===== src/rtl/cpu_trace_pkg.sv =====
// Shared constants and types for the CPU trace UART: frame layout, TX FSM
// state encoding and the captured record format.
package cpu_trace_pkg;

    localparam logic [7:0] SYNC_BYTE     = 8'hA5;
    localparam int         FRAME_BYTES   = 9;
    localparam int         BITS_PER_BYTE = 10;

    typedef enum logic [2:0] {
        ST_IDLE,
        ST_LOAD,
        ST_START,
        ST_DATA,
        ST_STOP
    } tx_state_e;

    typedef struct packed {
        logic [31:0] addr;
        logic [31:0] result;
    } trace_rec_t;

endpackage


===== src/rtl/trace_fifo.sv =====
// Single-clock show-ahead FIFO for trace records; dout always presents the
// oldest entry, and push/pop are ignored when full/empty respectively.
module trace_fifo #(
    parameter int DEPTH = 8,
    parameter int WIDTH = 64
) (
    input  logic                     clk,
    input  logic                     rst_n,
    input  logic                     push,
    input  logic                     pop,
    input  logic [WIDTH-1:0]         din,
    output logic [WIDTH-1:0]         dout,
    output logic                     full,
    output logic                     empty,
    output logic [$clog2(DEPTH):0]   level
);

    localparam int AW = $clog2(DEPTH);
    localparam logic [AW:0] FULL_LEVEL = (AW+1)'(DEPTH);

    logic [WIDTH-1:0] mem_q [DEPTH];
    logic [AW-1:0]    wr_ptr_q, wr_ptr_d;
    logic [AW-1:0]    rd_ptr_q, rd_ptr_d;
    logic [AW:0]      level_q, level_d;
    logic             wr_en, rd_en;

    assign full  = (level_q == FULL_LEVEL);
    assign empty = (level_q == '0);
    assign level = level_q;
    assign dout  = mem_q[rd_ptr_q];
    assign wr_en = push && !full;
    assign rd_en = pop && !empty;

    // Pointers are AW bits wide, so they wrap modulo DEPTH on their own.
    always_comb begin
        wr_ptr_d = wr_ptr_q;
        rd_ptr_d = rd_ptr_q;
        if (wr_en) wr_ptr_d = wr_ptr_q + 1'b1;
        if (rd_en) rd_ptr_d = rd_ptr_q + 1'b1;
        level_d = level_q + (AW+1)'(wr_en) - (AW+1)'(rd_en);
    end

    always_ff @(posedge clk or negedge rst_n) begin
        if (!rst_n) begin
            wr_ptr_q <= '0;
            rd_ptr_q <= '0;
            level_q  <= '0;
        end else begin
            wr_ptr_q <= wr_ptr_d;
            rd_ptr_q <= rd_ptr_d;
            level_q  <= level_d;
        end
    end

    // NOTE: storage is deliberately left out of reset; level/pointers alone define validity.
    always_ff @(posedge clk) begin
        if (wr_en) mem_q[wr_ptr_q] <= din;
    end

endmodule


===== src/rtl/cpu_trace_uart.sv =====
// CPU trace observer: captures {Addr,Result} whenever Addr changes, buffers the
// records and streams each one out as a 9-byte 8N1 UART frame led by 0xA5.
module cpu_trace_uart
    import cpu_trace_pkg::*;
#(
    parameter int CLK_DIV    = 434,
    parameter int FIFO_DEPTH = 8
) (
    input  logic                          Clock,
    input  logic                          Reset,
    input  logic [31:0]                   Addr,
    input  logic [31:0]                   Result,
    input  logic                          Capture_en,
    output logic                          Tx,
    output logic                          Busy,
    output logic                          Overflow,
    output logic [$clog2(FIFO_DEPTH):0]   Fifo_level
);

    localparam int              BW        = $clog2(CLK_DIV);
    localparam int              FRAME_W   = FRAME_BYTES * 8;
    localparam logic [BW-1:0]   BAUD_LAST = BW'(CLK_DIV - 1);
    localparam logic [2:0]      DATA_LAST = 3'(BITS_PER_BYTE - 3);
    localparam logic [3:0]      BYTE_LAST = 4'(FRAME_BYTES - 1);

    tx_state_e          state_q, state_d;
    logic [BW-1:0]      baud_q, baud_d;
    logic [2:0]         bit_idx_q, bit_idx_d;
    logic [3:0]         byte_idx_q, byte_idx_d;
    logic [FRAME_W-1:0] shreg_q, shreg_d;
    logic               tx_q, tx_d;
    logic               overflow_q, overflow_d;
    logic [31:0]        prev_addr_q, prev_addr_d;

    logic       capture, fifo_pop, fifo_full, fifo_empty, bit_end;
    logic [7:0] cur_byte;
    trace_rec_t fifo_din, fifo_dout;

    assign capture  = Capture_en && (Addr != prev_addr_q);
    assign fifo_din = '{addr: Addr, result: Result};
    assign bit_end  = (baud_q == BAUD_LAST);
    assign cur_byte = shreg_q[FRAME_W-1 -: 8];

    trace_fifo #(.DEPTH(FIFO_DEPTH), .WIDTH(64)) u_fifo (
        .clk   (Clock),
        .rst_n (Reset),
        .push  (capture),
        .pop   (fifo_pop),
        .din   (fifo_din),
        .dout  (fifo_dout),
        .full  (fifo_full),
        .empty (fifo_empty),
        .level (Fifo_level)
    );

    // NOTE: every _d gets a default before the case so no path can infer a latch.
    always_comb begin
        state_d     = state_q;
        baud_d      = baud_q;
        bit_idx_d   = bit_idx_q;
        byte_idx_d  = byte_idx_q;
        shreg_d     = shreg_q;
        tx_d        = tx_q;
        fifo_pop    = 1'b0;
        prev_addr_d = Addr;
        overflow_d  = overflow_q || (capture && fifo_full);

        case (state_q)
            ST_IDLE: begin
                tx_d = 1'b1;
                if (!fifo_empty) begin
                    fifo_pop   = 1'b1;
                    shreg_d    = {SYNC_BYTE, fifo_dout};
                    byte_idx_d = '0;
                    state_d    = ST_LOAD;
                end
            end
            ST_LOAD: begin
                tx_d    = 1'b0;
                baud_d  = '0;
                state_d = ST_START;
            end
            ST_START: begin
                baud_d = bit_end ? '0 : baud_q + 1'b1;
                if (bit_end) begin
                    bit_idx_d = '0;
                    tx_d      = cur_byte[0];
                    state_d   = ST_DATA;
                end
            end
            ST_DATA: begin
                baud_d = bit_end ? '0 : baud_q + 1'b1;
                if (bit_end) begin
                    if (bit_idx_q == DATA_LAST) begin
                        tx_d    = 1'b1;
                        state_d = ST_STOP;
                    end else begin
                        bit_idx_d = bit_idx_q + 1'b1;
                        tx_d      = cur_byte[bit_idx_q + 3'd1];
                    end
                end
            end
            ST_STOP: begin
                baud_d = bit_end ? '0 : baud_q + 1'b1;
                if (bit_end) begin
                    if (byte_idx_q != BYTE_LAST) begin
                        byte_idx_d = byte_idx_q + 1'b1;
                        shreg_d    = shreg_q << 8;
                        tx_d       = 1'b0;
                        state_d    = ST_START;
                    end else if (!fifo_empty) begin
                        // Reload straight into the start bit so frames abut with no idle bit.
                        fifo_pop   = 1'b1;
                        shreg_d    = {SYNC_BYTE, fifo_dout};
                        byte_idx_d = '0;
                        tx_d       = 1'b0;
                        state_d    = ST_START;
                    end else begin
                        tx_d    = 1'b1;
                        state_d = ST_IDLE;
                    end
                end
            end
            default: begin
                tx_d    = 1'b1;
                state_d = ST_IDLE;
            end
        endcase
    end

    // NOTE: sequential state uses non-blocking assignments only, so every flop sees pre-edge values.
    always_ff @(posedge Clock or negedge Reset) begin
        if (!Reset) begin
            state_q     <= ST_IDLE;
            baud_q      <= '0;
            bit_idx_q   <= '0;
            byte_idx_q  <= '0;
            shreg_q     <= '0;
            tx_q        <= 1'b1;
            overflow_q  <= 1'b0;
            prev_addr_q <= 32'hFFFF_FFFF;
        end else begin
            state_q     <= state_d;
            baud_q      <= baud_d;
            bit_idx_q   <= bit_idx_d;
            byte_idx_q  <= byte_idx_d;
            shreg_q     <= shreg_d;
            tx_q        <= tx_d;
            overflow_q  <= overflow_d;
            prev_addr_q <= prev_addr_d;
        end
    end

    assign Tx       = tx_q;
    assign Overflow = overflow_q;
    assign Busy     = (state_q != ST_IDLE) || (Fifo_level != '0);

endmodule


===== config.mk =====
export PLATFORM = sky130hd
export DESIGN_NAME = cpu_trace_uart
export DESIGN_NICKNAME = d
export VERILOG_FILES = /design/src/rtl/cpu_trace_pkg.sv /design/src/rtl/trace_fifo.sv /design/src/rtl/cpu_trace_uart.sv
export SDC_FILE = /design/constraint.sdc
export NUM_CORES = 1
export LEC_CHECK = 0
export ABC_CLOCK_PERIOD_IN_PS = 20900
export CAP_MARGIN = 20
export CELL_PAD_IN_SITES_DETAIL_PLACEMENT = 1
export CELL_PAD_IN_SITES_GLOBAL_PLACEMENT = 2
export CORE_ASPECT_RATIO = 0.9
export CORE_UTILIZATION = 35
export CTS_CLUSTER_DIAMETER = 60
export CTS_CLUSTER_SIZE = 28
export DETAILED_ROUTE_END_ITERATION = 16
export PLACE_DENSITY_LB_ADDON = 0.1
export SLEW_MARGIN = 20
export SYNTH_ARGS = -nofsm -noshare
export SYNTH_HDL_FRONTEND = slang
export SYNTH_SLANG_ARGS = --single-unit
export TNS_END_PERCENT = 1

===== constraint.sdc =====
create_clock -name Clock -period 20.9 [get_ports Clock]
set_input_delay 4.18 -clock Clock [delete_from_list [all_inputs] [get_ports Clock]]
set_output_delay 4.18 -clock Clock [all_outputs]
set_load 0.02 [all_outputs]

Yosys cells after proc, flatten, opt, wreduce, memory -nomap -nowiden
Memories as Yosys holds them, arrays and structs flattened.
Index checks and enable logic that the tools add are counted.

storage, ports and cells
  flip-flop bits (word level) = 135
  RAM bits = 512
  input bits = 67
  output and inout bits = 7
  logic and storage cells = 92
  memories = 1

memory list
  name          words  bits a word  rd ports  clocked after Yosys merged registers in  write ports  RTL line          text
  u_fifo.mem_q  8      64           1         0                                        1            trace_fifo.sv:21  logic [WIDTH-1:0] mem_q [DEPTH];

operators by class
  $add $sub $neg = 7
  magnitude comparators = 1
  equal/unequal tests = 15
  mux-type cells = 37
  reduce and logical (&&, ||, !) cells = 20

operator list
  kind                                                                   count
  72-bit two-way mux                                                     3
  72-bit case mux with 2 select lines                                    1
  32-bit inequality test                                                 1
  3-bit two-way mux                                                      8
  9-bit case mux with 2 select lines                                     1
  3-bit case mux with 5 select lines                                     1
  1-bit two-way mux                                                      12
  4-bit two-way mux                                                      3
  2-bit inequality test, second input constant                           6
  3-bit by 1-bit adder with 3-bit output, second input constant          3
  9-bit by 1-bit adder with 9-bit output, second input constant          1
  9-bit equality test, second input constant                             1
  9-bit two-way mux                                                      1
  4-bit case mux with 2 select lines                                     1
  3-bit by 2-bit equality test with 1-bit output, second input constant  2
  3-bit equality test, second input constant                             2
  3-bit case mux with 2 select lines                                     1
  2-bit nonzero test                                                     3
  5-bit AND reduction                                                    1
  4-bit by 1-bit adder with 4-bit output                                 1
  4-bit by 1-bit adder with 4-bit output, second input constant          1
  4-bit equality test, second input constant                             1
  1-bit logical AND                                                      4
  4-bit zero test                                                        1
  17 further kinds                                                       20

Logic depth before layout (Yosys ltp)
Gate-level depths: netlist of the first run.

  depth in word-level cells = 7
  depth in mapped cells = 14
  gate-level depth less buffers = 12

Modules after synthesis
From an unflattened synthesis of the first run, not the netlist that was laid out.

second synthesis, totals
  cell total of the unflattened synthesis = 1314
  area total of the unflattened synthesis = 25698.4 um2

by module, submodules not included
  module          times used  cells each  area an instance (um2)  sequential area each (um2)
  trace_fifo      1           796         19792.7                 15625.0
  cpu_trace_uart  1           518         5905.7                  3169.3

Least setup slack after synthesis of the first run
OpenSTA, ideal clock, no wires.

  path kind = input port to flip-flop
  start point = in Addr[20]
  end point = mem u_fifo.mem_q[2][0], enable pin
  library setup time = 0.645 ns
  arrival = 10.981 ns
  data required time = 20.255 ns
  path slack = 9.273 ns
  stages on the path = 6
  path buffers = 1
  cell sequence = xnor2_1 -> nand4_1 -> nor4_1 -> a21oi_1 -> clkbuf_1 -> nor4bb_1

on the way
  cells in the longest elaborated chain, start to end = 5

RTL lines
  element                                  RTL line              text
  start, declared                          cpu_trace_uart.sv:11  input logic [31:0] Addr,
  32-bit inequality test                   cpu_trace_uart.sv:39  assign capture = Capture_en && (Addr != prev_addr_q);
  1-bit logical AND                        cpu_trace_uart.sv:39
  1-bit logical AND                        trace_fifo.sv:31      assign wr_en = push && !full;
  net u_fifo.wr_en                         trace_fifo.sv:25      logic wr_en, rd_en;
  1-bit two-way mux                        trace_fifo.sv:57      if (wr_en) mem_q[wr_ptr_q] <= din;
  1-bit two-way mux (implied by the code)  trace_fifo.sv:57
  end, declared                            trace_fifo.sv:21

The timed path passes the listed nets, and every way through them passes these cells.

Worst setup path in the final report of the first run
  start point = in Addr[3]
  end point = mem u_fifo.mem_q[5][19], enable pin

on the way
  cells in the longest elaborated chain, start to end = 5

RTL lines
  element                                  RTL line
  32-bit inequality test                   cpu_trace_uart.sv:39
  1-bit logical AND                        cpu_trace_uart.sv:39
  1-bit logical AND                        trace_fifo.sv:31
  1-bit two-way mux                        trace_fifo.sv:57
  1-bit two-way mux (implied by the code)  trace_fifo.sv:57

Every way passes these cells.

==> results.py, run 1 <==
metrics = {
    "sta": {
        "finalSetupTns_ns": 0,
        "final-setup-viol-count": 0,
        "period_needed_ns": 7.48,
        "grt_setup_unrepaired": "no",
        "timing.slew.headroom_pct": 30.4,
        "min_period_over_period_pct": 35.8,
        "timing.clock.skew_ns": 0.0291,
        "timing.final.max_slew_violations": 0,
        "hold_viol": 0,
        "clock.fmax_ghz": 0.134,
        "max_slew.worst_pin.slew_ns": 1.04,
    },
    "cts": {
        "cts.sinks": 647,
        "post-cts-setup-buffer-count": 0,
        "cts_tree": "done",
        "clk_pin_slew_ns": 0.09,
        "cts_hold_repair.buffers": 0,
        "clock-root-buffer": "clkbuf_16",
        "clock_latency_ns": 0.62,
        "cts_repair_resize_count": 0,
        "cts.htree.levels": 2,
        "max-clock-path-buffers": 3,
        "cts_made_buffers": 50,
    },
    "floorplanning": {
        "initial_core_utilization_pct": 35.3,
        "die_x_um": 285,
        "fp.dieArea_um2": 73400,
        "floorplan_core_area_um2": 71600,
        "die_h_um": 257,
        "ioPinCount": 74,
        "fp-row-count": 93,
    },
    "placed_design": {
        "place_hpwl_mm": 34.0,
        "number_of_buffers_added_on_ports": 73,
        "finalWeightedCongestion": 0.690,
    },
    "worst_setup_path": {
        "timing.reg2reg.worst_path_depth": 6,
        "crit_path_end_kind": "register",
        "critPathMaxFanout": 38,
        "slack_of_the_worst_reg_to_reg_path_ns": 17.16,
        "cp_data_required_time_ns": 21.14,
        "cp.arrival_ns": 7.72,
        "worstSetupStartpointType": "input pin",
        "crit_type": "in -> reg",
        "r2r-start": "u_fifo.rd_ptr_q[0]",
        "reg2reg_to": "shreg_q[40]",
    },
    "cells_and_area": {
        "mostFrequentLayoutCells": "edfxtp_1, mux4_2, dfrtp_1",
        "layout-drive-gt1-share_pct": 25.0,
        "antenna-diode-count": 0,
        "utilization_pct": 40.5,
        "layout.cells.most_common": "edfxtp_1",
        "design.final.nets": 1422,
        "area_delta_synth_final_pct": 14.7,
    },
    "synthesis": {
        "postSynth.asyncResetShare_pct": 20.9,
        "synth.ff_latch_count": 647,
        "synth_enable_flop_cells": 512,
        "post_synth_num_cell_types": 65,
        "syn-mean-instance-area_um2": 20.1,
        "yosysWarnings": 0,
        "seq_area_frac_synth_pct": 74.3,
        "ys_dominant_reg_cell": "edfxtp_1",
        "synth_area_um2": 25300,
        "syn-instance-count": 1259,
        "postSynthNetCount": 1341,
    },
    "power": {
        "sequentialPowerShare_pct": 53.7,
        "combPwrFrac_pct": 9.4,
        "p_clk_share_pct": 36.9,
        "power_density_nw_per_um2": 103,
        "swShare_pct": 26.1,
        "switching_power_mw": 0.780,
        "worst_ir_drop_vdd_v": 0.0000725,
        "cellLeakagePower_nw": 9.32,
        "intPower_mw": 2.20,
    },
    "global_route": {
        "grt_max_degree": 63,
        "globalRouteOverflowTotal": 0,
        "gr_usage_total_pct": 16.8,
        "first_pass_grt_wire_length_mm": 90.7,
        "grt_antenna_before_repair": 3,
        "vias_in_the_first_global_route": 13031,
    },
    "route": {
        "wl_per_cell_um": 26.1,
        "total_wire_length_after_detailed_routing_mm": 60.9,
        "detail-route-antenna-nets": 0,
        "drcViolationCount": 0,
        "initialDrtViolationCount": 832,
        "detailroute.via_count": 12185,
        "post_drt_via_cell_ratio": 5.23,
        "drt_pass1_iterations": 5,
    },
    "worst_hold_path": {
        "min_delay_worst_endpoint": "Overflow",
        "worst_hold_startpoint": "Overflow",
        "whs_path_depth": 1,
        "timing.hold.worst.class": "reg -> reg",
    },
    "outcome": {
        "run_status": "finished clean",
    },
    "run": {
        "max-cap-violations": 0,
    },
}
## flip-flops by register name, indices dropped and copies added (netlist names)
| name | cells |
|---|---|
| byte_idx_q | 4 |
| Overflow | 1 |
| bit_idx_q | 3 |
| u_fifo.wr_ptr_q | 3 |
| state_q | 3 |
| u_fifo.level | 4 |
| prev_addr_q | 32 |
| u_fifo.mem_q | 512 |
| baud_q | 9 |
| Tx | 1 |
| u_fifo.rd_ptr_q | 3 |
| shreg_q | 72 |
## kinds of logic after synthesis
group | count (synthesis) | share of synthesized area [%]
DFF | 647 | 74.3
muxes | 201 | 14.4
and+or+nand+nor | 148 | 2.87
AOI/OAI and AO/OA | 122 | 4.45
buffers and inverters | 82 | 1.68
xor gates and xnor gates | 44 | 1.52
adders and majority gates | 15 | 0.772
## cells in the mapped netlist (2+ instances only)
cell type,count,share of area [%]
edfxtp_1,512,61
nand2_1,84,1.2
mux4_2,130,12
a21oi_1,8,0.16
and3_1,3,0.074
and4b_1,4,0.16
nand3b_1,3,0.089
o21ai_0,14,0.28
mux2_2,5,0.22
inv_1,15,0.22
o22a_1,3,0.10
a21o_1,3,0.089
xor2_1,5,0.17
nor2_1,17,0.25
dfstp_2,33,3.4
nand3_1,5,0.099
o211ai_1,2,0.059
clkbuf_1,25,0.37
nor4_1,2,0.049
nand2b_1,3,0.074
mux2i_1,66,2.6
nand4_1,8,0.20
nor3_1,5,0.099
dfrtp_1,102,10
o221a_1,12,0.53
a211oi_1,2,0.059
o221a_2,44,2.0
buf_4,4,0.12
and2_1,2,0.049
buf_6,9,0.40
xnor2_1,39,1.4
o2bb2ai_1,9,0.31
a22oi_1,3,0.089
buf_2,27,0.53
a22o_1,8,0.28
ha_1,14,0.69
## critical path: stages
cell	delay, ns
clkdlybuf4s50_1	0.69
xnor2_1	0.25
nand4_1	0.17
nor4_1	0.12
a21oi_1	0.77
and4b_4	0.80
buf_4	0.67
## metal layers
layer  vias to the layer above  part of all wire, %  global-route usage [%]
met5                         -                0.069                       0
met4                         6                  1.5                    3.43
met3                        76                  3.2                    2.61
met2                       150                   47                    26.5
met1                      6676                   48                    24.7
li1                       5277                    -                       -
## how the worst max path moves through the flow
stage	from	endpoint	slack, ns
finish	Addr[3]	u_fifo.mem_q[5][19]	13.42
floorplan	Addr[20]	u_fifo.mem_q[2][0]	9.27
global placement	Addr[7]	u_fifo.mem_q[5][17]	12.74
CTS	Addr[3]	u_fifo.mem_q[0][39]	13.30
detailed placement	Addr[3]	u_fifo.mem_q[0][22]	12.63
global route	Addr[3]	u_fifo.mem_q[5][30]	13.10
## power groups by stage
stage,Sequential (mW),Combinational (mW),Clock (mW)
after global placement,1.63,0.291,0
after detailed placement,1.63,0.294,0
after CTS,1.61,0.294,1.13
after floorplan,1.63,0.143,0
final,1.60,0.280,1.10
after global routing,1.62,0.308,1.17
## cell type report
class | count | area (um2)
Multi-Input combinational cell | 530 | 6120
Clock buffer | 57 | 1410
Timing Repair Buffer | 95 | 897
Clock inverter | 37 | 536
Tap cell | 950 | 1190
Fill cell | 6785 | 42600
Sequential cell | 647 | 18800
Inverter | 16 | 60.1
## through the flow
| stage | cell area, um2 | std cells | power [mW] | setup WS, ns | hold WS, ns |
|---|---|---|---|---|---|
| after detailed placement | 27100 | 2238 | 1.93 | 12.63 | 0.481 |
| after global placement | 27100 | 2238 | 1.92 | 12.74 | 0.453 |
| after CTS | 29000 | 2332 | 3.03 | 13.30 | 0.500 |
| after global routing | 29000 | 2332 | 3.10 | 13.10 | 0.512 |
| after floorplan | 25300 | 1259 | 1.77 | 9.27 | 0.455 |
| final | 29000 | 2332 | 2.98 | 13.42 | 0.493 |
No activity file was read; power rests on OpenSTA's default activity.
==> run 2, diff against run 1 <==
--- a/config.mk
+++ b/config.mk
@@ -5,7 +5,7 @@
 export SDC_FILE = /design/constraint.sdc
 export NUM_CORES = 1
 export LEC_CHECK = 0
-export ABC_CLOCK_PERIOD_IN_PS = 20900
+export ABC_CLOCK_PERIOD_IN_PS = 7600
 export CAP_MARGIN = 20
 export CELL_PAD_IN_SITES_DETAIL_PLACEMENT = 1
 export CELL_PAD_IN_SITES_GLOBAL_PLACEMENT = 2
==> constraint.sdc (replaced) <==
create_clock -name Clock -period 7.6 [get_ports Clock]
set_input_delay 1.52 -clock Clock [delete_from_list [all_inputs] [get_ports Clock]]
set_output_delay 1.52 -clock Clock [all_outputs]
set_load 0.02 [all_outputs]
==> run 2 against run 1 <==
  * Worst setup slack worse by 11 ns
  * Utilization hardly changed
  * Die area stayed put
  * Hold slack improved by 0.0048 ns
  * Routed wire length fell by 1.3%
  * Largest power group unchanged
  * Global-route usage shrank 0.14 points
==> results.py, run 2 (synthesis gave the netlist of run 1 again) <==
metrics = {
    "sta": {
        "min_period_over_period_pct": 62.5,
        "max_slew.worst_pin.slew_ns": 1.03,
        "period_needed_ns": 4.75,
        "finalSetupTns_ns": 0,
        "timing.final.max_slew_violations": 0,
        "hold_viol": 0,
        "timing.slew.headroom_pct": 31.5,
        "final-setup-viol-count": 0,
        "timing.clock.skew_ns": 0.0423,
        "grt_setup_unrepaired": "no",
        "clock.fmax_ghz": 0.210,
    },
    "global_route": {
        "grt_antenna_before_repair": 3,
        "first_pass_grt_wire_length_mm": 90.1,
        "globalRouteOverflowTotal": 0,
        "gr_usage_total_pct": 16.6,
        "grt_max_degree": 83,
        "vias_in_the_first_global_route": 13109,
    },
    "route": {
        "drcViolationCount": 0,
        "total_wire_length_after_detailed_routing_mm": 60.1,
        "wl_per_cell_um": 25.7,
        "detail-route-antenna-nets": 0,
        "drt_pass1_iterations": 4,
        "detailroute.via_count": 12058,
        "initialDrtViolationCount": 610,
        "post_drt_via_cell_ratio": 5.17,
    },
    "cts": {
        "cts_repair_resize_count": 0,
        "cts.htree.levels": 2,
        "cts_hold_repair.buffers": 0,
        "clock_latency_ns": 0.63,
        "cts_tree": "done",
        "post-cts-setup-buffer-count": 0,
        "cts.sinks": 647,
        "max-clock-path-buffers": 3,
        "clock-root-buffer": "clkbuf_16",
        "clk_pin_slew_ns": 0.08,
        "cts_made_buffers": 52,
    },
    "placed_design": {
        "finalWeightedCongestion": 0.700,
        "number_of_buffers_added_on_ports": 73,
        "place_hpwl_mm": 34.3,
        "placed_cells": 2237,
        "area_after_dpl_um2": 27100,
    },
    "worst_setup_path": {
        "timing.reg2reg.worst_path_depth": 6,
        "slack_of_the_worst_reg_to_reg_path_ns": 3.94,
        "r2r-start": "prev_addr_q[7]",
        "critPathMaxFanout": 34,
        "critPathCapture": "u_fifo.mem_q[5][17]",
        "worstSetupStartpointType": "input pin",
        "crit_path_end_kind": "register",
        "cp.arrival_ns": 5.01,
        "reg2reg_to": "u_fifo.mem_q[5][17]",
        "cp-startpoint": "Addr[0]",
        "cp_data_required_time_ns": 7.86,
        "crit_type": "in -> reg",
    },
    "floorplanning": {
        "fp.dieArea_um2": 73400,
        "die_h_um": 257,
        "fp-row-count": 93,
        "die_x_um": 285,
        "ioPinCount": 74,
        "floorplan_core_area_um2": 71600,
        "initial_core_utilization_pct": 35.3,
    },
    "cells_and_area": {
        "reg.largest.list": "u_fifo.mem_q x512, shreg_q x72, prev_addr_q x32",
        "antenna-diode-count": 0,
        "layout.cells.most_common": "edfxtp_1",
        "design.final.nets": 1423,
        "largest_reg_flops": 512,
        "finalNonFillerCells": 2334,
        "layout-drive-gt1-share_pct": 25.0,
        "mostFrequentLayoutCells": "edfxtp_1, mux4_2, dfrtp_1",
        "area_delta_synth_final_pct": 14.6,
        "max_flop_register": "u_fifo.mem_q",
        "design_area_um2": 29000,
    },
    "outcome": {
        "run_status": "finished clean",
    },
    "run": {
        "max-cap-violations": 0,
    },
    "worst_hold_path": {
        "timing.hold.worst.class": "reg -> reg",
    },
    "power": {
        "worst_ir_drop_vdd_v": 0.000167,
        "power_density_nw_per_um2": 281,
        "cellLeakagePower_nw": 9.30,
    },
}
[run 2: changes by cell type in the layout (fill, tap and decap cells not counted), sizes merged]
cell | previous run | this run
clkinvlp | 2 | 3
bufinv | 1 | 3
buf | 23 | 22
clkinv | 13 | 19
clkbuf | 57 | 54
inv | 37 | 34
[run 2: report_power, final]
group / total [mW] / internal (mW) / switching (mW)
registers: 4.41 / 4.30 / 0.113
logic: 0.770 / 0.267 / 0.504
clock network: 2.97 / 1.47 / 1.50
[run 2: final cells by class]
cell class / count / area, um2
multi-input combinational: 530 / 6120
fill: 6764 / 42600
clock buffer: 54 / 1310
sequential: 647 / 18800
clock inverter: 43 / 594
tap: 950 / 1190
inverter: 16 / 60.1
timing repair buffer: 94 / 902
[run 2: worst min-delay path by stage]
stage                           start           to  slack, ns  depth (start not counted)
after floorplan           shreg_q[69]  shreg_q[69]       0.45                          1
after global placement    shreg_q[70]  shreg_q[70]       0.48                          1
after detailed placement  shreg_q[70]  shreg_q[70]       0.48                          1
after CTS                 shreg_q[70]  shreg_q[70]       0.51                          1
after global routing      shreg_q[70]  shreg_q[70]       0.53                          1
final                        Overflow     Overflow       0.50                          1
[run 2: critical path, stage by stage]
cell	delay (ns)
clkdlybuf4s50_1	0.71
xnor2_1	0.17
nand4_1	0.17
nor4_1	0.14
a21oi_1	0.70
and4b_4	0.95
buf_4	0.60
[run 2: per-stage QoR]
step           power [mW]  hold WS, ns  util, %  setup slack (ns)
4_1_cts              8.30        0.509     40.5              2.74
3_3_place_gp         5.28        0.479     37.8              2.11
2_1_floorplan        4.88        0.455        -              1.11
5_1_grt              8.48        0.527     40.5              2.56
6_report             8.15        0.497     40.5              2.85
3_5_place_dp         5.31        0.482     37.8              2.06
[run 2: routing by layer]
metal  track usage [%]  vias up  routed length [um]
met5                 0        -                  38
met4              3.70        6                 890
met3              2.46       70                1790
met2              26.5      154               28400
met1              24.1     6541               28900
li1                  -     5287                   -
==> run 3, diff against run 2 <==
--- a/config.mk
+++ b/config.mk
@@ -5,7 +5,7 @@
 export SDC_FILE = /design/constraint.sdc
 export NUM_CORES = 1
 export LEC_CHECK = 0
-export ABC_CLOCK_PERIOD_IN_PS = 7600
+export ABC_CLOCK_PERIOD_IN_PS = 4600
 export CAP_MARGIN = 20
 export CELL_PAD_IN_SITES_DETAIL_PLACEMENT = 1
 export CELL_PAD_IN_SITES_GLOBAL_PLACEMENT = 2
==> constraint.sdc (replaced) <==
create_clock -name Clock -period 4.6 [get_ports Clock]
set_input_delay 0.92 -clock Clock [delete_from_list [all_inputs] [get_ports Clock]]
set_output_delay 0.92 -clock Clock [all_outputs]
set_load 0.02 [all_outputs]
==> run 3 against run 2 <==
  * Sequential cell count is the same
  * Clock skew is 0.0074 ns lower
  * Critical path type unchanged
  * Clock-buffer cell count unchanged
  * Hold slack got worse by 0.17 ns
  * Non-clock buffer count increased by 20
  * Largest power group unchanged
==> results.py, run 3 (synthesis gave the netlist of run 1 again) <==
metrics = {
    "cts": {
        "cts_hold_repair.buffers": 0,
        "clk_pin_slew_ns": 0.08,
        "max-clock-path-buffers": 3,
        "post-cts-setup-buffer-count": 0,
        "clock_latency_ns": 0.63,
        "cts_tree": "done",
        "cts_repair_resize_count": 0,
        "cts.htree.levels": 2,
        "cts_made_buffers": 49,
        "clock-root-buffer": "clkbuf_16",
        "cts.sinks": 647,
    },
    "power": {
        "cellLeakagePower_nw": 9.43,
        "swShare_pct": 26.6,
        "intPower_mw": 9.86,
        "worst_ir_drop_vdd_v": 0.000261,
        "power_density_nw_per_um2": 459,
        "sequentialPowerShare_pct": 54.2,
        "switching_power_mw": 3.57,
        "p_clk_share_pct": 35.6,
        "combPwrFrac_pct": 10.2,
    },
    "route": {
        "drt_pass1_iterations": 5,
        "post_drt_via_cell_ratio": 5.18,
        "wl_per_cell_um": 26.0,
        "initialDrtViolationCount": 728,
        "detailroute.via_count": 12162,
        "drcViolationCount": 0,
        "detail-route-antenna-nets": 0,
        "total_wire_length_after_detailed_routing_mm": 61.1,
    },
    "cells_and_area": {
        "design_area_um2": 29300,
        "max_flop_register": "u_fifo.mem_q",
        "area_delta_synth_final_pct": 15.8,
        "largest_reg_flops": 512,
        "design.final.nets": 1440,
        "utilization_pct": 40.9,
        "mostFrequentLayoutCells": "edfxtp_1, mux4_2, dfrtp_1",
        "reg.largest.list": "u_fifo.mem_q x512, shreg_q x72, prev_addr_q x32",
        "layout.cells.most_common": "edfxtp_1",
        "layout-drive-gt1-share_pct": 25.9,
    },
    "worst_setup_path": {
        "r2r-start": "u_fifo.level[2]",
        "cp_cell_sequence": "clkdlybuf4s50_1 > xnor2_1 > nand4_1 > nor4_1 > a21oi_1 > buf_4 > and4b_4 > buf_12",
        "crit_path_end_kind": "register",
        "crit_type": "in -> reg",
        "cp_num_buf_inv": 3,
        "critical_path.slowest_cell": "clkdlybuf4s50_1",
        "cp_data_required_time_ns": 4.96,
        "top_cell_family_by_delay_on_the_critical_path": "buffers and inverters",
        "cp.arrival_ns": 3.89,
        "timing.reg2reg.worst_path_depth": 12,
        "slack_of_the_worst_reg_to_reg_path_ns": 1.43,
        "critPathMaxFanout": 27,
        "cpPeakStageDelay_ns": 0.58,
        "worstSetupStartpointType": "input pin",
        "reg2reg_to": "u_fifo.level[2]",
    },
    "sta": {
        "timing.clock.skew_ns": 0.0349,
        "period_needed_ns": 3.53,
        "min_period_over_period_pct": 76.6,
        "timing.slew.headroom_pct": 44.1,
        "hold_viol": 0,
        "final-setup-viol-count": 0,
        "max_slew.worst_pin.slew_ns": 0.838,
        "fin_ws_ns": 1.07,
        "timing.final.max_slew_violations": 0,
        "finalSetupTns_ns": 0,
        "clock.fmax_ghz": 0.284,
        "grt_setup_unrepaired": "no",
    },
    "global_route": {
        "grt_antenna_before_repair": 3,
        "gr_usage_total_pct": 17.0,
        "grt_max_degree": 72,
        "vias_in_the_first_global_route": 13279,
        "globalRouteOverflowTotal": 0,
        "first_pass_grt_wire_length_mm": 91.4,
    },
    "placed_design": {
        "place_hpwl_mm": 35.1,
        "preCtsSetupSlack_ns": 0.468,
        "finalWeightedCongestion": 0.685,
        "area_after_dpl_um2": 27400,
        "number_of_buffers_added_on_ports": 73,
    },
    "floorplanning": {
        "floorplan_core_area_um2": 71600,
        "ioPinCount": 74,
        "die_x_um": 285,
        "die_h_um": 257,
        "fp-row-count": 93,
        "initial_core_utilization_pct": 35.3,
        "fp.dieArea_um2": 73400,
    },
    "worst_hold_path": {
        "timing.hold.worst.class": "in -> async",
    },
    "outcome": {
        "run_status": "finished clean",
    },
    "run": {
        "max-cap-violations": 0,
    },
}
## run 3: cell count changes in the layout (fill, tap and decap cells not counted), moves of 2 or more
| cell | before | now |
|---|---|---|
| inv_16 | 1 | 4 |
| clkinvlp_4 | 3 | 0 |
| buf_4 | 20 | 23 |
| clkinv_1 | 2 | 0 |
| buf_12 | 1 | 18 |
| clkinv_16 | 1 | 4 |
| clkinv_8 | 12 | 7 |
| bufinv_16 | 3 | 0 |
| inv_8 | 3 | 5 |
## run 3: per-stage QoR
| step | std cells | hold slack [ns] | power (mW) |
|---|---|---|---|
| finish | 2350 | 0.323 | 13.4 |
| global route | 2349 | 0.359 | 14.0 |
| CTS | 2349 | 0.334 | 13.7 |
| detailed placement | 2257 | 0.479 | 8.84 |
| global placement | 2257 | 0.479 | 8.80 |
| floorplan | 1259 | 0.455 | 8.06 |
## run 3: area by class of cell
class | count | area, um2
Antenna cell | 1 | 2.50
Clock buffer | 54 | 1290
Clock inverter | 38 | 558
Fill cell | 6737 | 42300
Inverter | 16 | 60.1
Multi-Input combinational cell | 530 | 6120
Sequential cell | 647 | 18800
Tap cell | 950 | 1190
Timing Repair Buffer | 114 | 1260
## run 3: layer usage
layer	global-route usage (%)	up-vias	share of wire [%]
met4	3.68	2	1.6
met1	24.4	6637	48
met5	0	-	0.021
met2	27.4	132	48
li1	-	5321	-
met3	2.38	70	2.7
## run 3: power groups by stage
stage               sequential [mW]  combinational [mW]  clock, mW
finish                         7.28                1.36       4.79
global route                   7.35                1.49       5.13
CTS                            7.29                1.43       4.97
detailed placement             7.42                1.42          0
global placement               7.39                1.41          0
floorplan                      7.41               0.655          0
## run 3: how the worst max path moves through the flow
stage / start / endpoint / slack (ns) / cells after the start
2_1_floorplan: Addr[20] / u_fifo.mem_q[2][0] / 0.37 / 6
3_3_place_gp: Addr[0] / u_fifo.mem_q[3][32] / 0.52 / 8
3_5_place_dp: Addr[30] / u_fifo.mem_q[3][45] / 0.47 / 8
4_1_cts: u_fifo.level[2] / Busy / 1.03 / 6
5_1_grt: Addr[3] / u_fifo.mem_q[3][9] / 0.95 / 8
6_report: Addr[3] / u_fifo.mem_q[3][9] / 1.07 / 8
